$ cat config.mk
export PLATFORM = sky130hd
export DESIGN_NAME = target_box_detect_flat
export DESIGN_NICKNAME = d
export VERILOG_FILES = /design/src/rtl/target_box_detect_pkg.sv /design/src/rtl/target_box_detect_if.sv /design/src/rtl/target_box_detect_xy_counter.sv /design/src/rtl/target_box_detect.sv /design/src/flat_wrapper.sv
export SDC_FILE = /design/constraint.sdc
export NUM_CORES = 1
export LEC_CHECK = 0
export ABC_AREA = 1
export CORE_AREA = 2 2 125 127
export CTS_BUF_LIST = sky130_fd_sc_hd__clkbuf_4 sky130_fd_sc_hd__clkbuf_8
export DETAILED_ROUTE_END_ITERATION = 8
export DIE_AREA = 0 0 127 129
export MAX_ROUTING_LAYER = met4
export PLACE_DENSITY = 0.78
export SLEW_MARGIN = 20
export SYNTH_ARGS = -nofsm -noshare
export SYNTH_HDL_FRONTEND = slang
export SYNTH_SLANG_ARGS = --single-unit
$ cat constraint.sdc
create_clock -name clk -period 2.35 [get_ports clk]
set_input_delay 0.5875 -clock clk [delete_from_list [all_inputs] [get_ports clk]]
set_output_delay 0.5875 -clock clk [all_outputs]
set_load 0.05 [all_outputs]
$ cat src/rtl/target_box_detect_pkg.sv
// ---------------------------------------------------------------------------
// target_box_detect_pkg
// Shared video-processing parameters, also used by the Sobel stage that
// feeds the box detector.
//   IMG_H / IMG_V : active pixels per line / active lines per frame
//   COORD_W       : pixel coordinate width
//   CNT_W         : per-frame target-pixel count width
// Also holds the coordinate/count types and the box detector state encoding.
// ---------------------------------------------------------------------------
package target_box_detect_pkg;

    localparam int IMG_H   = 640;
    localparam int IMG_V   = 480;
    localparam int COORD_W = 10;
    localparam int CNT_W   = 19;

    typedef logic [COORD_W-1:0] coord_t;
    typedef logic [CNT_W-1:0]   count_t;

    localparam coord_t COORD_MAX = '1;
    localparam count_t CNT_MAX   = '1;

    typedef enum logic [1:0] {
        ST_IDLE,
        ST_ACTIVE,
        ST_LATCH
    } state_t;

endpackage

$ cat src/rtl/target_box_detect_if.sv
// ---------------------------------------------------------------------------
// target_box_detect_if
// Binary video stream in, bounding-box result out.
//   per_frame_vsync/href/clken : frame sync, line valid, pixel strobe
//   per_img_bit                : 1 = edge/target pixel
//   box_valid                  : one-cycle pulse, result updated
//   box_found                  : last frame's pixel count reached the threshold
//   box_xmin/xmax/ymin/ymax    : inclusive bounds of the last frame
//   pix_count                  : target pixels in the last frame
// master = video source / result consumer, slave = box detector.
// ---------------------------------------------------------------------------
interface target_box_detect_if;
    import target_box_detect_pkg::*;

    logic   per_frame_vsync;
    logic   per_frame_href;
    logic   per_frame_clken;
    logic   per_img_bit;
    logic   box_valid;
    logic   box_found;
    coord_t box_xmin;
    coord_t box_xmax;
    coord_t box_ymin;
    coord_t box_ymax;
    count_t pix_count;

    modport master (
        output per_frame_vsync, per_frame_href, per_frame_clken, per_img_bit,
        input  box_valid, box_found, box_xmin, box_xmax, box_ymin, box_ymax,
               pix_count
    );

    modport slave (
        input  per_frame_vsync, per_frame_href, per_frame_clken, per_img_bit,
        output box_valid, box_found, box_xmin, box_xmax, box_ymin, box_ymax,
               pix_count
    );

endinterface

$ cat src/rtl/target_box_detect_xy_counter.sv
// ---------------------------------------------------------------------------
// pixel_xy_counter
// Coordinate generator for a video stream; reusable by any stage.
//   clk, rst_n  : pixel clock, async active-low reset
//   i_vs_rise   : frame start strobe (clears y)
//   i_href      : line valid (falling edge clears x, advances y)
//   i_clken     : pixel strobe (advances x while i_href=1)
//   o_x, o_y    : coordinate of the pixel currently on the bus
// Both counters saturate at the last active pixel/line instead of wrapping.
// ---------------------------------------------------------------------------
module pixel_xy_counter #(
    parameter int IMG_H = target_box_detect_pkg::IMG_H,
    parameter int IMG_V = target_box_detect_pkg::IMG_V
) (
    input  logic                           clk,
    input  logic                           rst_n,
    input  logic                           i_vs_rise,
    input  logic                           i_href,
    input  logic                           i_clken,
    output target_box_detect_pkg::coord_t  o_x,
    output target_box_detect_pkg::coord_t  o_y
);
    import target_box_detect_pkg::coord_t;

    localparam coord_t X_LAST = coord_t'(IMG_H - 1);
    localparam coord_t Y_LAST = coord_t'(IMG_V - 1);

    logic   r_href_d;
    coord_t r_x;
    coord_t r_y;
    logic   w_href_fall;

    assign w_href_fall = r_href_d & ~i_href;

    // NOTE: state registers use non-blocking assignments so every flop samples
    // pre-edge values regardless of statement order.
    always_ff @(posedge clk or negedge rst_n) begin
        if (!rst_n) begin
            r_href_d <= 1'b0;
            r_x      <= '0;
            r_y      <= '0;
        end else begin
            r_href_d <= i_href;

            if (w_href_fall) begin
                r_x <= '0;
            end else if (i_href && i_clken && (r_x < X_LAST)) begin
                r_x <= r_x + 1'b1;
            end

            if (i_vs_rise) begin
                r_y <= '0;
            end else if (w_href_fall && (r_y < Y_LAST)) begin
                r_y <= r_y + 1'b1;
            end
        end
    end

    assign o_x = r_x;
    assign o_y = r_y;

endmodule

$ cat src/rtl/target_box_detect.sv
// ---------------------------------------------------------------------------
// target_box_detect
// Accumulates the bounding box and pixel count of all target pixels in a
// binary frame and publishes them once per frame.
//   clk, rst_n : pixel clock, async active-low reset
//   vid_bus    : slave side of target_box_detect_if (video in, result out)
// Flow: a vsync rise in ACTIVE moves to LATCH; LATCH copies the accumulators
// to the outputs, pulses box_valid and restarts accumulation. The first vsync
// rise after reset only arms the block (IDLE -> ACTIVE), so a partial frame
// never produces a result. Result appears 2 cycles after the vsync rise.
// ---------------------------------------------------------------------------
module target_box_detect #(
    parameter int                            IMG_H   = target_box_detect_pkg::IMG_H,
    parameter int                            IMG_V   = target_box_detect_pkg::IMG_V,
    parameter target_box_detect_pkg::count_t MIN_PIX = 19'd64
) (
    input  logic                      clk,
    input  logic                      rst_n,
    target_box_detect_if.slave        vid_bus
);
    import target_box_detect_pkg::coord_t;
    import target_box_detect_pkg::count_t;
    import target_box_detect_pkg::state_t;
    import target_box_detect_pkg::ST_IDLE;
    import target_box_detect_pkg::ST_ACTIVE;
    import target_box_detect_pkg::ST_LATCH;
    import target_box_detect_pkg::COORD_MAX;
    import target_box_detect_pkg::CNT_MAX;

    state_t r_state, w_state_nxt;
    logic   r_vsync_d;
    logic   w_vs_rise, w_hit, w_acc_en, w_pend_en, w_latch;
    coord_t w_x, w_y, w_px_y;

    coord_t r_acc_xmin, r_acc_xmax, r_acc_ymin, r_acc_ymax;
    count_t r_acc_cnt;
    // Target pixel that arrived together with the vsync rise: it belongs to
    // the new frame, so it is parked until LATCH restarts the accumulators.
    logic   r_pend_vld;
    coord_t r_pend_x;

    logic   r_box_valid, r_box_found;
    coord_t r_box_xmin, r_box_xmax, r_box_ymin, r_box_ymax;
    count_t r_pix_count;

    assign w_vs_rise = vid_bus.per_frame_vsync & ~r_vsync_d;
    assign w_hit     = vid_bus.per_frame_clken & vid_bus.per_img_bit;
    // A pixel on the vsync rise is line 0 of the new frame, not the old y.
    assign w_px_y    = w_vs_rise ? '0 : w_y;

    pixel_xy_counter #(
        .IMG_H (IMG_H),
        .IMG_V (IMG_V)
    ) u_xy (
        .clk       (clk),
        .rst_n     (rst_n),
        .i_vs_rise (w_vs_rise),
        .i_href    (vid_bus.per_frame_href),
        .i_clken   (vid_bus.per_frame_clken),
        .o_x       (w_x),
        .o_y       (w_y)
    );

    always_ff @(posedge clk or negedge rst_n) begin
        if (!rst_n) begin
            r_state   <= ST_IDLE;
            r_vsync_d <= 1'b0;
        end else begin
            r_state   <= w_state_nxt;
            r_vsync_d <= vid_bus.per_frame_vsync;
        end
    end

    // NOTE: every output of this block gets a default first, so no path can
    // leave a value unassigned and infer a latch.
    always_comb begin
        w_state_nxt = r_state;
        w_acc_en    = 1'b0;
        w_pend_en   = 1'b0;
        w_latch     = 1'b0;
        case (r_state)
            ST_IDLE: begin
                if (w_vs_rise) begin
                    w_state_nxt = ST_ACTIVE;
                    w_acc_en    = w_hit;
                end
            end
            ST_ACTIVE: begin
                if (w_vs_rise) begin
                    w_state_nxt = ST_LATCH;
                    w_pend_en   = w_hit;
                end else begin
                    w_acc_en    = w_hit;
                end
            end
            ST_LATCH: begin
                w_state_nxt = ST_ACTIVE;
                w_latch     = 1'b1;
            end
            default: w_state_nxt = ST_IDLE;
        endcase
    end

    always_ff @(posedge clk or negedge rst_n) begin
        if (!rst_n) begin
            r_acc_xmin  <= COORD_MAX;
            r_acc_xmax  <= '0;
            r_acc_ymin  <= COORD_MAX;
            r_acc_ymax  <= '0;
            r_acc_cnt   <= '0;
            r_pend_vld  <= 1'b0;
            r_pend_x    <= '0;
            r_box_valid <= 1'b0;
            r_box_found <= 1'b0;
            r_box_xmin  <= '0;
            r_box_xmax  <= '0;
            r_box_ymin  <= '0;
            r_box_ymax  <= '0;
            r_pix_count <= '0;
        end else begin
            r_box_valid <= w_latch;
            if (w_latch) begin
                r_box_xmin  <= r_acc_xmin;
                r_box_xmax  <= r_acc_xmax;
                r_box_ymin  <= r_acc_ymin;
                r_box_ymax  <= r_acc_ymax;
                r_pix_count <= r_acc_cnt;
                r_box_found <= (r_acc_cnt >= MIN_PIX);
                // Restart the frame, seeded with the parked pixel if any.
                r_acc_xmin  <= r_pend_vld ? r_pend_x : COORD_MAX;
                r_acc_xmax  <= r_pend_vld ? r_pend_x : '0;
                r_acc_ymin  <= r_pend_vld ? '0 : COORD_MAX;
                r_acc_ymax  <= '0;
                r_acc_cnt   <= count_t'(r_pend_vld);
                r_pend_vld  <= 1'b0;
            end else if (w_pend_en) begin
                r_pend_vld  <= 1'b1;
                r_pend_x    <= w_x;
            end else if (w_acc_en) begin
                if (w_x < r_acc_xmin)    r_acc_xmin <= w_x;
                if (w_x > r_acc_xmax)    r_acc_xmax <= w_x;
                if (w_px_y < r_acc_ymin) r_acc_ymin <= w_px_y;
                if (w_px_y > r_acc_ymax) r_acc_ymax <= w_px_y;
                if (r_acc_cnt != CNT_MAX) r_acc_cnt <= r_acc_cnt + 1'b1;
            end
        end
    end

    assign vid_bus.box_valid = r_box_valid;
    assign vid_bus.box_found = r_box_found;
    assign vid_bus.box_xmin  = r_box_xmin;
    assign vid_bus.box_xmax  = r_box_xmax;
    assign vid_bus.box_ymin  = r_box_ymin;
    assign vid_bus.box_ymax  = r_box_ymax;
    assign vid_bus.pix_count = r_pix_count;

endmodule

$ cat src/flat_wrapper.sv
// flat-port wrapper written by rule: the top's interface ports become plain ports
module target_box_detect_flat import target_box_detect_pkg::coord_t; import target_box_detect_pkg::count_t; import target_box_detect_pkg::state_t; import target_box_detect_pkg::ST_IDLE; import target_box_detect_pkg::ST_ACTIVE; import target_box_detect_pkg::ST_LATCH; import target_box_detect_pkg::COORD_MAX; import target_box_detect_pkg::CNT_MAX;
#(
    parameter int                            IMG_H   = target_box_detect_pkg::IMG_H,
    parameter int                            IMG_V   = target_box_detect_pkg::IMG_V,
    parameter target_box_detect_pkg::count_t MIN_PIX = 19'd64
)
  (clk, rst_n, vid_bus_per_frame_vsync, vid_bus_per_frame_href, vid_bus_per_frame_clken, vid_bus_per_img_bit, vid_bus_box_valid, vid_bus_box_found, vid_bus_box_xmin, vid_bus_box_xmax, vid_bus_box_ymin, vid_bus_box_ymax, vid_bus_pix_count);
  target_box_detect_if vid_bus_i ();
  input  logic clk;
  input  logic rst_n;
  input wire logic [$bits(vid_bus_i.per_frame_vsync)-1:0] vid_bus_per_frame_vsync;
  input wire logic [$bits(vid_bus_i.per_frame_href)-1:0] vid_bus_per_frame_href;
  input wire logic [$bits(vid_bus_i.per_frame_clken)-1:0] vid_bus_per_frame_clken;
  input wire logic [$bits(vid_bus_i.per_img_bit)-1:0] vid_bus_per_img_bit;
  output wire logic [$bits(vid_bus_i.box_valid)-1:0] vid_bus_box_valid;
  output wire logic [$bits(vid_bus_i.box_found)-1:0] vid_bus_box_found;
  output wire logic [$bits(vid_bus_i.box_xmin)-1:0] vid_bus_box_xmin;
  output wire logic [$bits(vid_bus_i.box_xmax)-1:0] vid_bus_box_xmax;
  output wire logic [$bits(vid_bus_i.box_ymin)-1:0] vid_bus_box_ymin;
  output wire logic [$bits(vid_bus_i.box_ymax)-1:0] vid_bus_box_ymax;
  output wire logic [$bits(vid_bus_i.pix_count)-1:0] vid_bus_pix_count;
  assign vid_bus_i.per_frame_vsync = vid_bus_per_frame_vsync;
  assign vid_bus_i.per_frame_href = vid_bus_per_frame_href;
  assign vid_bus_i.per_frame_clken = vid_bus_per_frame_clken;
  assign vid_bus_i.per_img_bit = vid_bus_per_img_bit;
  assign vid_bus_box_valid = vid_bus_i.box_valid;
  assign vid_bus_box_found = vid_bus_i.box_found;
  assign vid_bus_box_xmin = vid_bus_i.box_xmin;
  assign vid_bus_box_xmax = vid_bus_i.box_xmax;
  assign vid_bus_box_ymin = vid_bus_i.box_ymin;
  assign vid_bus_box_ymax = vid_bus_i.box_ymax;
  assign vid_bus_pix_count = vid_bus_i.pix_count;
  target_box_detect #(.IMG_H(IMG_H), .IMG_V(IMG_V), .MIN_PIX(MIN_PIX)) u_core (.clk(clk), .rst_n(rst_n), .vid_bus(vid_bus_i));
endmodule
==> impl_results.md, run 1 <==
- R2R Setup Slk: 250 ps
- Via count: 7,039
- Critical Path RT: 1760 ps
- Period Utilization, post-route: 0.971
- Layout cells sized above 1: 0.139
- DIE WIDTH: 127 microns
- CTS tree: yes
- Port buffer count: 66
- Layout fillers: 1,266
- Seq cells post-synth: 155
- Post-synth top area cell: dfrtp_1
- Post-route cell area: 9690 sq um
- Startpoint types: flop
- Pwr dens: 1220 nW/um^2
- Clk sinks: 155
- Max-slew headroom: 0.587
- Wire per inst: 15.5 microns
- Worst Tran Pin Value: 615 ps
- CTS root buffer: clkbuf_8
- Worst Clk Skew: 15.1 ps
- Full die area: 16,400 sq um
- CTS buffer count: 17
- Longest Clk Path Bufs: 2
- Ys flop type: dfrtp_1
- Crit Reg-Reg Startpoint: u_core.r_vsync_d
- CP top delay family: buffers and inverters
- Bufs and invs on worst path: 1
- Inserted Diodes: 0
- DRT Wirelength: 19,600 microns
- Vias in the first global route: 6,637
- Max-slew violations: 0
- MaxCap Viol Count: 0
- Row count: 45
- Area growth from synthesis to layout: 20.4%
- Post-synth top area share: 0.420
- Crit path kind: reg2out
- Crit path max fanout: 2
- Sequential area share after synthesis: 0.485
- Initial antenna violation count: 0
- Initial core utilization: 0.538
- Setup violations, final: 0
- # Post-CTS Setup Buffers: 0
- Drt pass-1 iters: 5
- DRC Markers: 0
- Post-DP HPWL: 14,000 microns
- Final ANT Viol Nets: 0
- Worst skew pair latency: 470 ps
- Final hold slack: 18.9 ps
- Post-synth ARST share: 1.00
- Largest net degree at the start of global routing: 76
- Avg Cell Area, Syn: 8.24 sq um
- Post-synth EDFFs: 0
- Setup crit end kind: output pin
- Placer Congestion: 0.966
- Hold Fails Final Rpt: 0
- H-tree depth: 4
- Netlist area before placement: 8050 sq um
- First-pass GRT wire length: 32,600 microns
- Cell area after placement: 9210 sq um
- DP Cell Count: 1,238
- Synth top area cells: dfrtp_1, nand2_1, o21ai_0, dfstp_2, ha_1
- Routed vias/inst: 5.54
- Crit-path cells: clkdlybuf4s50_1
- Synth Net Count: 1,021
- Most numerous cell in the Yosys netlist: nand2_1
- Unrepaired setup endpoints after global routing: no
- Iter 0 DRT Violations: 669
- Hold WC Path Type: in2async
- Worst path slowest cell: clkdlybuf4s50_1
- Synth warn: 0
- Distinct cells, synth: 41
- LEAKAGE: 4.60 nW
- Post-Layout Cell Count: 1,270
- CP max stage delay: 830 ps
- Minimum clock period: 2280 ps
- Top achievable clock speed: 0.438 GHz
- Worst r2r path cells: 15
- Pwr Total: 11.8 mW
- Most frequent cells after synthesis: nand2_1, dfrtp_1, o21ai_0, inv_1, nand3_1
- FF-to-FF End: u_core.r_acc_ymax[2]
- Status: completed
- Gr ovfl total: 0
- Core Region: 15,000 sq um
- Clk slew on worst S/H paths: 80 ps
- Die height: 129 microns
- Global Route Usage Sum: 0.259
- Cell count after synthesis: 977
- Worst EP arrival: 1690 ps
- Num ports: 67
- Nets: 1,113
- Peak supply drop: 0.599 mV
-- power by group --
group / internal [mW] / switching, mW / total [mW]
clock: 1.31 / 0.978 / 2.29
sequential: 3.57 / 0.586 / 4.15
combinational: 1.77 / 3.61 / 5.38
total: 6.65 / 5.18 / 11.8
-- layer usage --
metal	global-route usage	share of wire
met1	0.348	0.45
met2	0.408	0.47
met3	0.0399	0.055
met4	0.0873	0.019
met5	-	0
-- through the flow --
stage / TNS [ps] / worst slack [ps] / utilization
after floorplan: 0 / 48.3 / -
after global placement: -10460 / -348 / 0.615
after detailed placement: -13950 / -437 / 0.615
after CTS: 0 / 52.4 / 0.645
after global routing: 0 / 33.8 / 0.647
final: 0 / 68.6 / 0.647
-- cell families after synthesis --
group           share of synthesized area
simple gates                        0.250
compound gates                      0.123
flops                               0.485
xor+xnor                          0.00653
buf+inv                            0.0760
fa+ha+maj                          0.0590
-- cell type report --
cell class / instances / area [sq um] / share of cell area
tap: 188 / 235 / 0.0243
timing repair buffer: 112 / 1100 / 0.113
clock inverter: 7 / 135 / 0.0139
sequential: 155 / 3900 / 0.403
inverter: 111 / 427 / 0.0440
multi-input combinational: 672 / 3570 / 0.369
clock buffer: 25 / 319 / 0.0329
-- cell usage in the layout, fill, tap and decap left out, types with 4 or more instances in the layout --
cell	instances
o21ai_0	134
o21ai_2	11
clkdlybuf4s50_1	64
dfrtp_1	135
o21ai_1	4
a21oi_1	22
inv_2	4
nand2_4	4
nand3_1	83
inv_1	104
clkbuf_4	4
bufinv_16	4
nand4_1	23
xor2_1	6
nor4_1	5
nor2_1	32
clkbuf_8	21
dfstp_2	20
buf_12	7
nand4_2	7
nand2_2	5
ha_1	38
nor2_2	8
o21bai_1	4
nor3_1	19
nand2_1	248
buf_4	39
-- how the worst max path moves through the flow --
stage,cells after the start,start,end
2_1_floorplan,15,vid_bus_per_frame_vsync,u_core.r_acc_ymax[1]
3_3_place_gp,15,vid_bus_per_frame_vsync,u_core.r_acc_ymax[4]
3_5_place_dp,15,vid_bus_per_frame_vsync,u_core.r_acc_ymax[5]
4_1_cts,1,u_core.vid_bus.box_xmax[7],vid_bus_box_xmax[7]
5_1_grt,1,u_core.vid_bus.box_xmax[7],vid_bus_box_xmax[7]
6_report,1,u_core.vid_bus.box_xmax[7],vid_bus_box_xmax[7]
-- what timing repair did --
| item | 4_1_cts | 5_1_grt |
|---|---|---|
| gates resized for setup | 0 | 9 |
| hold buffers | 0 | 0 |
| setup endpoints to repair | 0 | 20 |
No activity file was read; power rests on OpenSTA's default activity.
==> run 2, diff against run 1 <==
--- a/config.mk
+++ b/config.mk
@@ -6,13 +6,12 @@
 export NUM_CORES = 1
 export LEC_CHECK = 0
 export ABC_AREA = 1
-export CORE_AREA = 2 2 125 127
+export CORE_AREA = 4 4 127 129
 export CTS_BUF_LIST = sky130_fd_sc_hd__clkbuf_4 sky130_fd_sc_hd__clkbuf_8
 export DETAILED_ROUTE_END_ITERATION = 8
-export DIE_AREA = 0 0 127 129
+export DIE_AREA = 0 0 131 133
 export MAX_ROUTING_LAYER = met4
 export PLACE_DENSITY = 0.78
-export SLEW_MARGIN = 20
 export SYNTH_ARGS = -nofsm -noshare
 export SYNTH_HDL_FRONTEND = slang
 export SYNTH_SLANG_ARGS = --single-unit
==> run 2 against run 1 <==
  * Hold slack better by 35 ps
  * Critical path depth unchanged
  * Cell count unchanged
  * Combinational power about the same
  * Sequential cell count unchanged
  * Clock skew down 2.1 ps
  * Clock-buffer cell count up 2
  * Worst setup slack better by 12 ps
  * Sequential power about the same
  * Fmax up 0.54%
  * Routed wire length down 1.8%
  * Register-to-register slack better by 50 ps
  * Largest cell class unchanged
  * Largest power group unchanged
  * Highest routed layer unchanged
==> impl_results.md, run 2 (synthesis results as in run 1) <==
- Longest Clk Path Bufs: 2 (unchanged)
- MaxCap Viol Count: 0 (unchanged)
- Worst Tran Pin Value: 560 ps (-55.5 ps)
- Util after Layout: 0.645 (-0.00226)
- Initial antenna violation count: 0 (unchanged)
- Pwr dens: 1200 nW/um^2 (-1.4%)
- Crit Reg-Reg Startpoint: u_core.r_vsync_d
- Startpoint types: flop
- Worst r2r path cells: 16 (+1)
- Global Route Usage Sum: 0.241 (-0.0184)
- Num ports: 67 (unchanged)
- Worst path slowest cell: clkdlybuf4s50_1
- Die height: 133 microns (+3.1%)
- Unrepaired setup endpoints after global routing: no
- Gr ovfl total: 0 (unchanged)
- H-tree depth: 4 (unchanged)
- DRT Wirelength: 19,300 microns (-1.8%)
- Initial core utilization: 0.536 (-0.00201)
- Post-DP HPWL: 13,900 microns (-0.74%)
- Crit-path cells: clkdlybuf4s50_1
- Commonest non-fill, non-tap cells in the layout: nand2_1, dfrtp_1, o21ai_0
- Commonest non-fill, non-tap cell in the layout: nand2_1
- FF-to-FF End: u_core.r_acc_ymax[2]
- Max-slew violations: 0 (unchanged)
- CTS buffer count: 17 (unchanged)
- Nets: 1,113 (unchanged)
- LEAKAGE: 4.59 nW (-0.19%)
- Setup violations, final: 0 (unchanged)
- CP top delay family: buffers and inverters
- Layout fillers: 1,269 (+0.24%)
- Worst Clk Skew: 12.9 ps (-2.15 ps)
- Drt pass-1 iters: 5 (unchanged)
- Top achievable clock speed: 0.441 GHz (+0.54%)
- # Post-CTS Setup Buffers: 0 (unchanged)
- Worst Setup Slack, final: 80.9 ps (+12.3 ps)
- Wire per inst: 15.2 microns (-1.8%)
- DIE WIDTH: 131 microns (+3.1%)
- Worst skew pair latency: 470 ps (about the same)
- Core Region: 15,000 sq um (+0.38%)
- Setup crit end kind: output pin
- Clk slew on worst S/H paths: 70 ps (about the same)
- CP max stage delay: 820 ps (about the same)
- Bufs and invs on worst path: 1 (unchanged)
- Max-slew headroom: 0.624 (+0.0373)
- Final hold slack: 54.3 ps (+35.4 ps)
- Peak supply drop: 0.536 mV (-11%)
- Crit path max fanout: 2 (unchanged)
- Clk sinks: 155 (unchanged)
- Vias in the first global route: 6,621 (-0.24%)
- Hold Fails Final Rpt: 0 (unchanged)
- First-pass GRT wire length: 32,700 microns (+0.25%)
- Via count: 6,996 (-0.61%)
- DRC Markers: 0 (unchanged)
- Final ANT Viol Nets: 0 (unchanged)
- Port buffer count: 66 (unchanged)
- Crit path kind: reg2out
- Placer Congestion: 0.927 (-4.0%)
- Inserted Diodes: 0 (unchanged)
- Full die area: 17,400 sq um (+6.3%)
- CTS Hold Bufs: 0 (unchanged)
- CTS tree: yes
- Routed vias/inst: 5.51 (-0.61%)
- Iter 0 DRT Violations: 710 (+6.1%)
- Largest net degree at the start of global routing: 59 (-22%)
- Post-CTS resize count: 0 (unchanged)
- Hold WC Path Type: in2async
- Worst EP arrival: 1680 ps (about the same)
- Critical Path RT: 1760 ps (about the same)
- Pre-CTS setup slack: -440 ps (-2.91 ps)
- Status: completed
- R2R Setup Slk: 300 ps (+50 ps)
- Area growth from synthesis to layout: 20.4% (about the same)
- CTS root buffer: clkbuf_8
- Layout cells sized above 1: 0.141 (+0.00277)
- Period Utilization, post-route: 0.966 (-0.00524)
- Row count: 45 (unchanged)
- Minimum clock period: 2270 ps (-12.3 ps)
-- run 2: cell count changes in the layout (fill, tap and decap cells not counted), sizes merged --
cell | previous run | this run
clkbuf | 25 | 27
clkinv | 4 | 3
bufinv | 4 | 2
clkinvlp | 0 | 1
-- run 2: worst max-delay path by stage --
stage | cells past startpoint | endpoint | from
floorplan | 15 | u_core.r_acc_ymax[1] | vid_bus_per_frame_vsync
global placement | 15 | u_core.r_acc_ymax[6] | vid_bus_per_frame_vsync
detailed placement | 15 | u_core.r_acc_ymax[2] | vid_bus_per_frame_vsync
CTS | 15 | u_core.r_acc_ymax[2] | vid_bus_per_frame_vsync
global route | 1 | vid_bus_box_ymax[9] | u_core.vid_bus.box_ymax[9]
finish | 1 | vid_bus_box_xmax[4] | u_core.vid_bus.box_xmax[4]
-- run 2: final cells by class --
type / count / area, sq um / area share
clock inverter: 5 / 77.6 / 0.00800
inverter: 111 / 427 / 0.0440
timing repair buffer: 112 / 1100 / 0.114
sequential: 155 / 3900 / 0.403
multi-input combinational: 672 / 3590 / 0.370
clock buffer: 27 / 359 / 0.0370
tap: 188 / 235 / 0.0243
-- run 2: routing by layer --
metal  wire (microns)  part of all wire  up-vias  track usage
met2             9210              0.48      228        0.366
met1             8710              0.45     3327        0.332
met3             1080             0.056       24       0.0424
met4              270             0.014        0       0.0720
li1                 -                 -     3417            -
met5                0                 0        -            -
-- run 2: stage by stage --
stage	total power [mW]	std cells	setup TNS [ps]	cell area, sq um
6_report	11.7	1270	0	9690
5_1_grt	12.4	1270	0	9690
4_1_cts	11.6	1270	0	9650
3_5_place_dp	9.46	1238	-14710	9210
3_3_place_gp	9.34	1238	-12180	9210
2_1_floorplan	7.69	977	0	8060
-- run 2: where the power goes --
part / switching [mW] / total (mW) / internal (mW)
Combinational: 3.57 / 5.38 / 1.80
Sequential: 0.571 / 4.14 / 3.57
Clock: 0.962 / 2.15 / 1.19
==> run 3, diff against run 2 <==
--- a/config.mk
+++ b/config.mk
@@ -12,6 +12,7 @@
 export DIE_AREA = 0 0 131 133
 export MAX_ROUTING_LAYER = met4
 export PLACE_DENSITY = 0.78
+export SETUP_SLACK_MARGIN = 0.1
 export SYNTH_ARGS = -nofsm -noshare
 export SYNTH_HDL_FRONTEND = slang
 export SYNTH_SLANG_ARGS = --single-unit
==> constraint.sdc (replaced) <==
create_clock -name clk -period 2.35 [get_ports clk]
set_input_delay 0.47 -clock clk [delete_from_list [all_inputs] [get_ports clk]]
set_output_delay 0.47 -clock clk [all_outputs]
set_load 0.05 [all_outputs]
==> run 3 against run 2 <==
  * First-iteration DRC count fell by 22%
  * Core utilization fell by 0.36 points
  * Via count fell by 1.4%
  * Sequential power barely moved
  * Register-to-register slack barely moved
  * Critical path type unchanged
==> impl_results.md, run 3 (synthesis results as in run 1) <==
- Full die area: 17,400 sq um (unchanged)
- Commonest non-fill, non-tap cell in the layout: nand2_1
- Peak supply drop: 0.722 mV (+35%)
- Worst skew pair latency: 480 ps (about the same)
- Worst r2r path cells: 12 (-4)
- Post-Layout Cell Count: 1,266 (-0.31%)
- Worst Setup Slack, final: 196 ps (+115 ps)
- Routed vias/inst: 5.45 (-1.1%)
- Minimum clock period: 2150 ps (-115 ps)
- Initial antenna violation count: 0 (unchanged)
- Crit path kind: reg2out
- Global Route Usage Sum: 0.238 (-0.00275)
- Commonest non-fill, non-tap cells in the layout: nand2_1, dfrtp_1, o21ai_0
- DRC Markers: 0 (unchanged)
- CTS buffer count: 17 (unchanged)
- Largest net degree at the start of global routing: 83 (+41%)
- Min-Delay Endpoint: u_core.r_acc_xmin[6]
- Startpoint types: flop
- Max-slew headroom: 0.635 (+0.0106)
- Pwr dens: 1220 nW/um^2 (+1.2%)
- Iter 0 DRT Violations: 555 (-22%)
- Nets: 1,110 (-0.27%)
- # Post-CTS Setup Buffers: 0 (unchanged)
- Period Utilization, post-route: 0.917 (-0.0489)
- Worst Tran Pin Value: 544 ps (-15.8 ps)
- CP max stage delay: 820 ps (about the same)
- Final ANT Viol Nets: 0 (unchanged)
- Max-slew violations: 0 (unchanged)
- Clk sinks: 155 (unchanged)
- Setup crit end kind: output pin
- TNS Setup: 0 ps (unchanged)
- Core Region: 15,000 sq um (unchanged)
- Crit-path cells: clkdlybuf4s50_1
- Num ports: 67 (unchanged)
- Wire per inst: 15.2 microns (+0.45%)
- DIE WIDTH: 131 microns (unchanged)
- Top achievable clock speed: 0.464 GHz (+5.3%)
- Status: completed
- DRT Wirelength: 19,300 microns (+0.13%)
- Pre-CTS setup slack: -273 ps (+166 ps)
- Post-DP HPWL: 13,800 microns (-0.60%)
- Critical Path RT: 1880 ps (+120 ps)
- Inserted Diodes: 0 (unchanged)
- Hold_sp: u_core.r_acc_xmin[6]
- Crit path max fanout: 2 (unchanged)
- CTS tree: yes
- Worst Clk Skew: 16.4 ps (+3.44 ps)
- Clk slew on worst S/H paths: 70 ps (about the same)
- Die height: 133 microns (unchanged)
- MaxCap Viol Count: 0 (unchanged)
- Row count: 45 (unchanged)
- Hold path depth: 2
- Unrepaired setup endpoints after global routing: no
- Area growth from synthesis to layout: 19.7%
- Gr ovfl total: 0 (unchanged)
- Hold Fails Final Rpt: 0 (unchanged)
- Setup violations, final: 0 (unchanged)
- Longest Clk Path Bufs: 2 (unchanged)
- FF-to-FF End: u_core.r_acc_ymin[7]
- LEAKAGE: 4.55 nW (-0.79%)
- CP top delay family: buffers and inverters
- Placer Congestion: 0.925 (-0.24%)
- Via count: 6,900 (-1.4%)
- R2R Setup Slk: 300 ps (about the same)
- Drt pass-1 iters: 8 (+3)
- Initial core utilization: 0.536 (unchanged)
- First-pass GRT wire length: 32,200 microns (-1.7%)
- Worst EP arrival: 1680 ps (about the same)
- Port buffer count: 66 (unchanged)
- Crit Reg-Reg Startpoint: u_core.r_vsync_d
- CTS root buffer: clkbuf_8
- Final hold slack: 464 ps (+409 ps)
- Bufs and invs on worst path: 1 (unchanged)
- Worst path slowest cell: clkdlybuf4s50_1
- Layout cells sized above 1: 0.137 (-0.00411)
- Vias in the first global route: 6,458 (-2.5%)
- Hold WC Path Type: reg2reg
- H-tree depth: 4 (unchanged)
- DP Cell Count: 1,233 (-0.40%)
==> run 3: metrics by stage <==
step	power, mW	instance area (sq um)	utilization
2_1_floorplan	7.69	8060	-
3_3_place_gp	9.31	9150	0.608
3_5_place_dp	9.46	9150	0.608
4_1_cts	11.7	9600	0.639
5_1_grt	12.5	9640	0.641
6_report	11.7	9640	0.641
==> run 3: area by class of cell <==
cell class / count / area (sq um)
Multi-Input combinational cell: 672 / 3580
Inverter: 111 / 427
Timing Repair Buffer: 109 / 1050
Clock inverter: 7 / 138
Tap cell: 188 / 235
Sequential cell: 155 / 3900
Clock buffer: 24 / 305
Fill cell: 1263 / 5390
==> run 3: how the worst max path moves through the flow <==
stage | endpoint | startpoint | depth (start not counted) | slack (ps)
2_1_floorplan | u_core.r_acc_ymax[1] | vid_bus_per_frame_vsync | 15 | 170
3_5_place_dp | u_core.r_acc_ymax[3] | vid_bus_per_frame_vsync | 15 | -270
6_report | vid_bus_box_xmax[4] | u_core.vid_bus.box_xmax[4] | 1 | 200
5_1_grt | u_core.r_acc_ymax[3] | vid_bus_per_frame_vsync | 15 | 100
3_3_place_gp | u_core.r_acc_ymax[3] | vid_bus_per_frame_vsync | 15 | -220
4_1_cts | vid_bus_box_xmin[0] | u_core.vid_bus.box_xmin[0] | 1 | 170
==> run 3: where the power goes <==
| part | internal [mW] | leakage (nW) | switching [mW] |
|---|---|---|---|
| combinational | 1.79 | 2.29 | 3.57 |
| clock | 1.28 | 0.227 | 0.954 |
| sequential | 3.57 | 2.03 | 0.588 |
==> run 3: metal layers <==
| metal | share of wire | up-vias | GRT usage | wire (microns) |
|---|---|---|---|---|
| met5 | 0 | - | - | 0 |
| met1 | 0.47 | 3285 | 0.335 | 9050 |
| li1 | - | 3409 | - | - |
| met4 | 0.018 | 0 | 0.0777 | 348 |
| met2 | 0.47 | 175 | 0.353 | 9110 |
| met3 | 0.040 | 31 | 0.0379 | 779 |
==> run 3: timing repair <==
item / CTS / global route
setup endpoints to repair: 0 / 26
hold buffers: 1 / 0
gates resized for setup: 0 / 12
endpoints found under the hold margin: 41 / 0
